`config.mk`:
```
export PLATFORM = sky130hd
export DESIGN_NAME = lsu_subword_flat
export DESIGN_NICKNAME = d
export VERILOG_FILES = /design/src/rtl/lsu_subword_if.sv /design/src/rtl/lsu_subword.sv /design/src/flat_wrapper.sv
export SDC_FILE = /design/constraint.sdc
export NUM_CORES = 1
export LEC_CHECK = 0
export BUFFER_PORTS_ARGS = -buffer_cell sky130_fd_sc_hd__buf_2
export CAP_MARGIN = 20
export CORE_AREA = 8 8 105 155
export DETAILED_ROUTE_END_ITERATION = 16
export DIE_AREA = 0 0 113 163
export GPL_ROUTABILITY_DRIVEN = 0
export PLACE_DENSITY = 0.76
export SYNTH_ARGS = -nofsm -noshare
export SYNTH_HDL_FRONTEND = slang
export SYNTH_SLANG_ARGS = --single-unit
```
`constraint.sdc`:
```
create_clock -name clk -period 1.75 [get_ports clk]
set_input_delay 0.35 -clock clk [delete_from_list [all_inputs] [get_ports clk]]
set_output_delay 0.35 -clock clk [all_outputs]
set_load 0.03 [all_outputs]
```
`src/rtl/lsu_subword_if.sv`:
```
// Request/response channel between the pipeline MEM stage and lsu_subword.
// master = pipeline side (issues requests), slave = load/store unit.
interface lsu_subword_if;
  logic        req_valid;
  logic        req_ready;
  logic        req_we;
  logic [1:0]  req_size;
  logic        req_unsigned;
  logic [31:0] req_addr;
  logic [31:0] req_wdata;
  logic        resp_valid;
  logic [31:0] resp_rdata;
  logic        resp_err;

  modport master (
    output req_valid, req_we, req_size, req_unsigned, req_addr, req_wdata,
    input  req_ready, resp_valid, resp_rdata, resp_err
  );

  modport slave (
    input  req_valid, req_we, req_size, req_unsigned, req_addr, req_wdata,
    output req_ready, resp_valid, resp_rdata, resp_err
  );
endinterface

```
`src/rtl/lsu_subword.sv`:
```
// lsu_subword: byte/halfword/word load-store unit in front of a word-only
// datamem. Sub-word stores are read-modify-write; loads are lane-extracted
// and sign/zero-extended. Optional performance counters: define LSU_PERF_EN.
module lsu_subword #(
  parameter int CNT_W = 16
) (
  input  logic             clk,
  input  logic             rst_n,
  lsu_subword_if.slave     bus,
  output logic             MemWrite,
  output logic             MemRead,
  output logic [31:0]      Address,
  output logic [31:0]      WriteData_Mem,
  input  logic [31:0]      ReadData_Mem,
  output logic [CNT_W-1:0] load_cnt,
  output logic [CNT_W-1:0] store_cnt,
  output logic [CNT_W-1:0] err_cnt
);

  typedef enum logic [1:0] {IDLE = 2'b00, RD = 2'b01, WR = 2'b10, RESP = 2'b11} state_t;

  state_t      state_r, nextState_s;
  logic        we_r, unsigned_r;
  logic [1:0]  size_r;
  logic [31:0] addr_r, wdata_r;
  logic        respValid_r, respErr_r;
  logic [31:0] respRdata_r;
  logic        accept_s, reqBad_s;

  // size 11 is illegal; halfword/word must be naturally aligned
  function automatic logic misaligned(input logic [1:0] size, input logic [1:0] lane);
    logic bad;
    case (size)
      2'b00:   bad = 1'b0;
      2'b01:   bad = lane[0];
      2'b10:   bad = (lane != 2'b00);
      default: bad = 1'b1;
    endcase
    return bad;
  endfunction

  // pick the addressed little-endian lane and extend it to 32 bits
  function automatic logic [31:0] extractLane(input logic [31:0] word, input logic [1:0] size,
                                               input logic [1:0] lane, input logic isUnsigned);
    logic [7:0]  b;
    logic [15:0] h;
    logic [31:0] r;
    case (lane)
      2'd0:    b = word[7:0];
      2'd1:    b = word[15:8];
      2'd2:    b = word[23:16];
      default: b = word[31:24];
    endcase
    h = lane[1] ? word[31:16] : word[15:0];
    case (size)
      2'b00:   r = isUnsigned ? {24'h000000, b} : {{24{b[7]}}, b};
      2'b01:   r = isUnsigned ? {16'h0000, h} : {{16{h[15]}}, h};
      default: r = word;
    endcase
    return r;
  endfunction

  // replace only the addressed lane of the old word with the store data
  function automatic logic [31:0] mergeLane(input logic [31:0] word, input logic [31:0] data,
                                             input logic [1:0] size, input logic [1:0] lane);
    logic [31:0] r;
    r = word;
    case (size)
      2'b00: begin
        case (lane)
          2'd0:    r[7:0]   = data[7:0];
          2'd1:    r[15:8]  = data[7:0];
          2'd2:    r[23:16] = data[7:0];
          default: r[31:24] = data[7:0];
        endcase
      end
      2'b01: begin
        if (lane[1]) r[31:16] = data[15:0];
        else         r[15:0]  = data[15:0];
      end
      default: r = data;
    endcase
    return r;
  endfunction

  assign accept_s = bus.req_valid & bus.req_ready;
  assign reqBad_s = misaligned(bus.req_size, bus.req_addr[1:0]);

  // state register; async reset abandons any in-flight access immediately
  always_ff @(posedge clk or negedge rst_n) begin
    if (!rst_n) state_r <= IDLE;
    else        state_r <= nextState_s;
  end

  // next-state: bad requests skip memory, word stores skip the read
  always_comb begin
    nextState_s = state_r;
    case (state_r)
      IDLE: begin
        if (!accept_s)               nextState_s = IDLE;
        else if (reqBad_s)           nextState_s = RESP;
        else if (!bus.req_we)        nextState_s = RD;
        else if (bus.req_size == 2'b10) nextState_s = WR;
        else                         nextState_s = RD;
      end
      RD: begin
        if (we_r) nextState_s = WR;
        else      nextState_s = RESP;
      end
      WR:      nextState_s = RESP;
      RESP:    nextState_s = IDLE;
      default: nextState_s = IDLE;
    endcase
  end

  // request latch, RMW merge and registered response
  always_ff @(posedge clk or negedge rst_n) begin
    if (!rst_n) begin
      we_r        <= 1'b0;
      unsigned_r  <= 1'b0;
      size_r      <= 2'b00;
      addr_r      <= 32'h0000_0000;
      wdata_r     <= 32'h0000_0000;
      respValid_r <= 1'b0;
      respErr_r   <= 1'b0;
      respRdata_r <= 32'h0000_0000;
    end else begin
      respValid_r <= (nextState_s == RESP);
      if (accept_s) begin
        we_r       <= bus.req_we;
        unsigned_r <= bus.req_unsigned;
        size_r     <= bus.req_size;
        addr_r     <= bus.req_addr;
        wdata_r    <= bus.req_wdata;
      end
      // wdata_r becomes the full word to write once the old word is known
      if (state_r == RD && we_r) begin
        wdata_r <= mergeLane(ReadData_Mem, wdata_r, size_r, addr_r[1:0]);
      end
      if (nextState_s == RESP) begin
        if (state_r == IDLE) begin
          respErr_r   <= 1'b1;
          respRdata_r <= 32'h0000_0000;
        end else if (state_r == RD) begin
          respErr_r   <= 1'b0;
          respRdata_r <= extractLane(ReadData_Mem, size_r, addr_r[1:0], unsigned_r);
        end else begin
          respErr_r   <= 1'b0;
          respRdata_r <= 32'h0000_0000;
        end
      end
    end
  end

  assign bus.req_ready  = (state_r == IDLE);
  assign bus.resp_valid = respValid_r;
  assign bus.resp_err   = respErr_r;
  assign bus.resp_rdata = respRdata_r;

  // strobes decode straight from the state flops so they cannot glitch
  assign MemRead       = (state_r == RD);
  assign MemWrite      = (state_r == WR);
  assign Address       = (MemRead | MemWrite) ? {addr_r[31:2], 2'b00} : 32'h0000_0000;
  assign WriteData_Mem = MemWrite ? wdata_r : 32'h0000_0000;

`ifdef LSU_PERF_EN
  localparam logic [CNT_W-1:0] CNT_MAX = {CNT_W{1'b1}};
  localparam logic [CNT_W-1:0] CNT_ONE = {{(CNT_W-1){1'b0}}, 1'b1};
  logic [CNT_W-1:0] loadCnt_r, storeCnt_r, errCnt_r;

  // saturating counters, bumped on the edge a response is issued
  always_ff @(posedge clk or negedge rst_n) begin
    if (!rst_n) begin
      loadCnt_r  <= {CNT_W{1'b0}};
      storeCnt_r <= {CNT_W{1'b0}};
      errCnt_r   <= {CNT_W{1'b0}};
    end else if (nextState_s == RESP) begin
      if (state_r == IDLE) begin
        if (errCnt_r != CNT_MAX) errCnt_r <= errCnt_r + CNT_ONE;
      end else if (we_r) begin
        if (storeCnt_r != CNT_MAX) storeCnt_r <= storeCnt_r + CNT_ONE;
      end else begin
        if (loadCnt_r != CNT_MAX) loadCnt_r <= loadCnt_r + CNT_ONE;
      end
    end
  end

  assign load_cnt  = loadCnt_r;
  assign store_cnt = storeCnt_r;
  assign err_cnt   = errCnt_r;
`else
  assign load_cnt  = {CNT_W{1'b0}};
  assign store_cnt = {CNT_W{1'b0}};
  assign err_cnt   = {CNT_W{1'b0}};
`endif

endmodule

```
`src/flat_wrapper.sv`:
```
// flat-port wrapper written by rule: the top's interface ports become plain ports
module lsu_subword_flat 
#(
  parameter int CNT_W = 16
)
  (clk, rst_n, MemWrite, MemRead, Address, WriteData_Mem, ReadData_Mem, load_cnt, store_cnt, err_cnt, bus_req_valid, bus_req_we, bus_req_size, bus_req_unsigned, bus_req_addr, bus_req_wdata, bus_req_ready, bus_resp_valid, bus_resp_rdata, bus_resp_err);
  lsu_subword_if bus_i ();
  input  logic clk;
  input  logic rst_n;
  output logic MemWrite;
  output logic MemRead;
  output logic [31:0] Address;
  output logic [31:0] WriteData_Mem;
  input  logic [31:0] ReadData_Mem;
  output logic [CNT_W-1:0] load_cnt;
  output logic [CNT_W-1:0] store_cnt;
  output logic [CNT_W-1:0] err_cnt;
  input wire logic [$bits(bus_i.req_valid)-1:0] bus_req_valid;
  input wire logic [$bits(bus_i.req_we)-1:0] bus_req_we;
  input wire logic [$bits(bus_i.req_size)-1:0] bus_req_size;
  input wire logic [$bits(bus_i.req_unsigned)-1:0] bus_req_unsigned;
  input wire logic [$bits(bus_i.req_addr)-1:0] bus_req_addr;
  input wire logic [$bits(bus_i.req_wdata)-1:0] bus_req_wdata;
  output wire logic [$bits(bus_i.req_ready)-1:0] bus_req_ready;
  output wire logic [$bits(bus_i.resp_valid)-1:0] bus_resp_valid;
  output wire logic [$bits(bus_i.resp_rdata)-1:0] bus_resp_rdata;
  output wire logic [$bits(bus_i.resp_err)-1:0] bus_resp_err;
  assign bus_i.req_valid = bus_req_valid;
  assign bus_i.req_we = bus_req_we;
  assign bus_i.req_size = bus_req_size;
  assign bus_i.req_unsigned = bus_req_unsigned;
  assign bus_i.req_addr = bus_req_addr;
  assign bus_i.req_wdata = bus_req_wdata;
  assign bus_req_ready = bus_i.req_ready;
  assign bus_resp_valid = bus_i.resp_valid;
  assign bus_resp_rdata = bus_i.resp_rdata;
  assign bus_resp_err = bus_i.resp_err;
  lsu_subword #(.CNT_W(CNT_W)) u_core (.clk(clk), .rst_n(rst_n), .bus(bus_i), .MemWrite(MemWrite), .MemRead(MemRead), .Address(Address), .WriteData_Mem(WriteData_Mem), .ReadData_Mem(ReadData_Mem), .load_cnt(load_cnt), .store_cnt(store_cnt), .err_cnt(err_cnt));
endmodule
```
* Word-level counts from Yosys, hierarchy flattened
Index checks and enable logic that the tools add are counted.
Operators by class: reductions and logical operators 11, multiplexer cells 26, equal/unequal tests 12, bitwise logic cells 2
Operators with widths (count):
- $mux 32 | 8
- $pmux 32 s2 | 2
- $mux 16 | 3
- $mux 8 | 4
- $pmux 8 s3 | 1
- $eq 2x2->1 const B | 5
- $eq 2x1->1 const B | 4
- $logic_not 2->1 | 4
- $mux 2 | 4
- $pmux 2 s4 | 1
- $ne 3x3->1 const B | 2
- $reduce_and 4->1 | 1
- $reduce_bool 2->1 | 2
- $ne 3x2->1 const B | 1
- $pmux 1 s3 | 1
- $reduce_and 3->1 | 1
- $reduce_or 3->1 | 1
- $mux 1 | 2
- $reduce_and 2->1 | 1
- $and 1x1->1 | 1
- $logic_and 1x1->1 | 1
- $or 1x1->1 | 1
Word-level totals: output and inout port bits 149, bits of input ports 103, bits in registers 104, word-level logic and storage cells 62

* Longest topological paths before layout
depth after elaboration 7, gate-level depth with buffers 9, depth with buffers taken out 7

* Least setup slack after synthesis
OpenSTA, ideal clock, no wires.
path kind register to register, start point register u_core.state_r[0], end point register u_core.respRdata_r[16], in the netlist u_core.bus.resp_rdata[16], required time 1.677 ns, arrival time 1.980 ns, slack -0.303 ns, buffers on the path 1, period minus slack after synthesis 2.053 ns, cell stages (with the launch flop) 9, setup time 0.073 ns, cells stage by stage dfrtp_1 -> inv_1 -> ha_1 -> nand2b_2 -> a2111o_1 -> a21oi_4 -> buf_6 -> a21oi_2 -> a21oi_2
Between the ends: cells in the longest elaborated chain, start to end 5, elaborated cells on any way between the ends 10, those cells by class eq/ne (4); mux (4); bitwise (1); reduce/logical (1)
RTL lines:
- start, declared | line lsu_subword.sv:22 | state_t state_r, nextState_s;
- start signal, assigned | line lsu_subword.sv:92 | else state_r <= nextState_s;
- $logic_not 2->1 (*) | line lsu_subword.sv:155 | assign bus.req_ready = (state_r == IDLE);
- via bus_req_ready | line flat_wrapper.sv:24 | output wire logic [$bits(bus_i.req_ready)-1:0] bus_req_ready;
- $and 1x1->1 | line lsu_subword.sv:86 | assign accept_s = bus.req_valid & bus.req_ready;
- $mux 2 | line lsu_subword.sv:100 | if (!accept_s) nextState_s = IDLE;
- $pmux 2 s4 | line lsu_subword.sv:98 | case (state_r)
- $eq 2x2->1 | line lsu_subword.sv:140 | if (nextState_s == RESP) begin
- end signal, assigned | line lsu_subword.sv:146 | respRdata_r <= extractLane(ReadData_Mem, size_r, addr_r[1:0], unsigned_r);
- end, declared | line lsu_subword.sv:27 | logic [31:0] respRdata_r;
Mark *: on every way through the listed nets, which the timed path passes. The rest lies on a longest branch. A chain may end at the register's enable or synchronous reset.

* Worst setup path after layout
start point register u_core.state_r[1], end point output Address[25]
Between the ends: cells in the longest elaborated chain, start to end 3, elaborated cells on any way between the ends 4, those cells by class eq/ne (2); mux (1); bitwise (1)
RTL lines:
- $eq 2x1->1 / $eq 2x2->1 (equally long branches) | line lsu_subword.sv:161, lsu_subword.sv:162
- $or 1x1->1 (*) | line lsu_subword.sv:163 | assign Address = (MemRead | MemWrite) ? {addr_r[31:2], 2'b00} : 32'h0000_0000;
- $mux 32 (*) | line lsu_subword.sv:163
- end, declared | line flat_wrapper.sv:12 | output logic [31:0] Address;
Mark *: on every way between the ends. The rest lies on a longest branch, timed or not.

==> impl_metrics.env <==
export IMPL_status="finished with violations"
export IMPL_violations="setup timing"
export IMPL_worstSetupStartpointType="register"
export IMPL_crit_required_ns=1.40
export IMPL_grt_use_met3_pct=7.721
export IMPL_final_area_um2=8263
export IMPL_drc=0
export IMPL_grt_use_total_pct=22.59
export IMPL_drv_cap=0
export IMPL_dp_cells=1028
export IMPL_rr_worst_depth=10
export IMPL_htree_levels=3
export IMPL_routed_wl_um=21190
export IMPL_fmax_mhz=527.7
export IMPL_crit_chain="inv_2, ha_4, buf_12, and2_1, buf_6"
export IMPL_dp_hpwl_um=16160
export IMPL_antenna_left=0
export IMPL_cpMaxStageDelayCell="dfrtp_1"
export IMPL_leakagePower_nw=4.008
export IMPL_min_to="u_core.we_r"
export IMPL_cts_tree="built"
export IMPL_seq_area_frac_synth_pct=43.10
export IMPL_vdd_drop_max_uv=1711
export IMPL_grt_pass1_vias=6091
export IMPL_overflow=0
export IMPL_fin_cells=1053
export IMPL_dieArea_um2=18420
export IMPL_synth_cell_types=47
export IMPL_die_w_um=113
export IMPL_drv_slew=0
export IMPL_clock_skew_ns=0.008599
export IMPL_synth_area_leaders="dfrtp_1, mux2_2, and2_1, buf_4, nand2_1"
export IMPL_synth_top_area_cell="dfrtp_1"
export IMPL_cp_max_fo=15
export IMPL_hold_start="bus_req_we"
export IMPL_cp_depth=5
export IMPL_antenna_found_initial=3
export IMPL_setup_slack_ns=-0.1451
export IMPL_die_h_um=163
export IMPL_io_buffers=201
export IMPL_dr_pass1_iters=5
export IMPL_cts_buffers=9
export IMPL_syn_area_um2=6038
export IMPL_use_met2_pct=39.49
export IMPL_finalSetupTns_ns=-8.847
export IMPL_r2r_end="u_core.bus.resp_rdata[27]"
export IMPL_rsz0062_at_grt="true"
export IMPL_grt_max_degree=43
export IMPL_arrival_ns=1.55
export IMPL_netlist_instances=651
export IMPL_holdPathStages=3
export IMPL_drive_gt1_share_pct=42.39
export IMPL_criticalPathCategory="register to output pin"
export IMPL_period_share_pct=108.3
export IMPL_core_region_area_um2=13930
export IMPL_synthTopCellsByCount="dfrtp_1, nand2_1, and2_1"
export IMPL_cp_end_kind="output pin"
export IMPL_pre_cts_ws_ns=-0.03237
export IMPL_placed_area_um2=7461
export IMPL_critPathTopFamily="flip-flops"
export IMPL_cts_root_buf="clkbuf_16"
export IMPL_initial_core_util_pct=43.36
export IMPL_rows=53
export IMPL_synth_edf_count=0
export IMPL_finalHoldViolCount=0
export IMPL_critPathMaxStageDelay_ns=0.37
export IMPL_area_delta_synth_final_pct=36.84
export IMPL_nets=988
export IMPL_cts_max_path_buffers=2
export IMPL_fin_crit_ns=1.895
export IMPL_ys_warn_count=0
export IMPL_routedWlPerCell_um=20.12
export IMPL_ys_async_sr_fraction_pct=100.0
export IMPL_yosys_area_top_type_share_pct=43.10
export IMPL_clkLatencyLatePin_ns=0.35
export IMPL_dr_total_vias=5775
export IMPL_clk_pin_slew_ns=0.07
export IMPL_setup_violations_final=89
export IMPL_drt_iter0_drc=276
export IMPL_worst_r2r_setup_slack_ns=-0.09
export IMPL_path_buf_inv=3
export IMPL_io_pins=252
export IMPL_grtUsageMet1_pct=22.76
export IMPL_grt_busiest_layer="met2"
export IMPL_grt_pass1_wl_um=32730
export IMPL_ys_ff_latch=104
export IMPL_vias_per_cell=5.484
export IMPL_yosys_cell_count_top_type="dfrtp_1"
export IMPL_clock_sinks=104
export IMPL_r2r_start="u_core.state_r[1]"
export IMPL_synth_avg_cell_area_um2=9.275
export IMPL_hold_path_class="primary input to register"
export IMPL_power_density_nw_per_um2=2327
export IMPL_ys_flop_type="dfrtp_1"
[worst max-delay path by stage]
| stage | start | end | slack (ns) |
|---|---|---|---|
| after CTS | u_core.state_r[0] | WriteData_Mem[1] | -0.16 |
| final | u_core.state_r[1] | Address[25] | -0.15 |
| after detailed placement | u_core.state_r[0] | u_core.bus.resp_rdata[24] | -0.03 |
| after floorplan | u_core.state_r[0] | u_core.bus.resp_rdata[6] | 0.007 |
| after global routing | u_core.state_r[0] | Address[25] | -0.22 |
| after global placement | u_core.addr_r[1] | u_core.bus.resp_rdata[6] | 0.005 |
[worst min-delay path, stage by stage]
cell	delay (ns)
buf_2	0.10
nand2_1	0.05
nand2_1	0.05
[sequential cells by signal (all words and copies together) (netlist names)]
register	flops
u_core.bus.resp_valid	1
u_core.we_r	1
u_core.state_r	2
u_core.wdata_r	32
u_core.addr_r	32
u_core.bus.resp_rdata	32
u_core.unsigned_r	1
u_core.bus.resp_err	1
u_core.size_r	2
[kinds of logic after synthesis]
logic type,Yosys count,share of synthesized area [%]
simple gates,215,17.34
compound gates,174,19.52
flops,104,43.10
buf+inv,103,10.15
mux,51,9.200
fa+ha+maj,3,0.6217
other cells,1,0.06210
[layout by cell type, fill, tap and decap left out, types with 4 or more instances in the layout]
| master | n |
|---|---|
| a22oi_1 | 14 |
| and2_1 | 41 |
| a31oi_1 | 16 |
| and2_4 | 23 |
| a21o_1 | 8 |
| mux2i_1 | 15 |
| buf_6 | 35 |
| nand2b_1 | 12 |
| a21oi_2 | 20 |
| nor2b_1 | 4 |
| buf_2 | 137 |
| clkbuf_16 | 11 |
| dfrtp_1 | 103 |
| o21ai_1 | 8 |
| inv_1 | 9 |
| a211oi_1 | 12 |
| o22a_1 | 7 |
| buf_4 | 75 |
| buf_12 | 12 |
| nor2_1 | 50 |
| o21ai_0 | 8 |
| mux2_2 | 36 |
| nand2_1 | 63 |
| conb_1 | 50 |
| a21oi_1 | 42 |
| nand3_1 | 10 |
| o22ai_1 | 19 |
[what timing repair did]
item / 4_1_cts / 5_1_grt
endpoints found under the setup margin: 78 / 126
hold endpoints to repair: 17 / 0
hold buffers: 1 / 0
pin swaps: 0 / 2
setup buffers: 2 / 1
cloned: 1 / 3
gates resized for setup: 113 / 26
[metal layers]
metal  vias to the layer above  wire length (um)
met1                      2756              7334
met5                         -                32
met4                         6              1256
met3                        82              2022
met2                       303             10540
li1                       2628                 -
[power breakdown]
part	switching (mW)	internal [mW]	leakage, nW
Sequential	0.904	3.66	1.22
Clock	0.991	0.996	0.141
Combinational	7.13	5.54	2.64
Total	9.03	10.2	4.01
[cell type report]
class                      instances  area [um2]
timing repair buffer             263        1971
inverter                          11       41.29
fill                            1195        5663
clock inverter                     7       66.31
multi-input combinational        493        3147
sequential                       104        2604
antenna                            1       2.502
tap                              165       206.4
clock buffer                       9       225.2
[through the flow]
step	power (mW)	utilization, %	hold slack [ns]
global placement	15.15	53.58	0.2559
floorplan	11.93	-	0.05441
CTS	18.83	58.36	0.2131
detailed placement	15.40	53.58	0.2550
finish	19.23	59.34	0.2201
global route	20.36	59.32	0.2175
No activity file was read; power rests on OpenSTA's default activity.
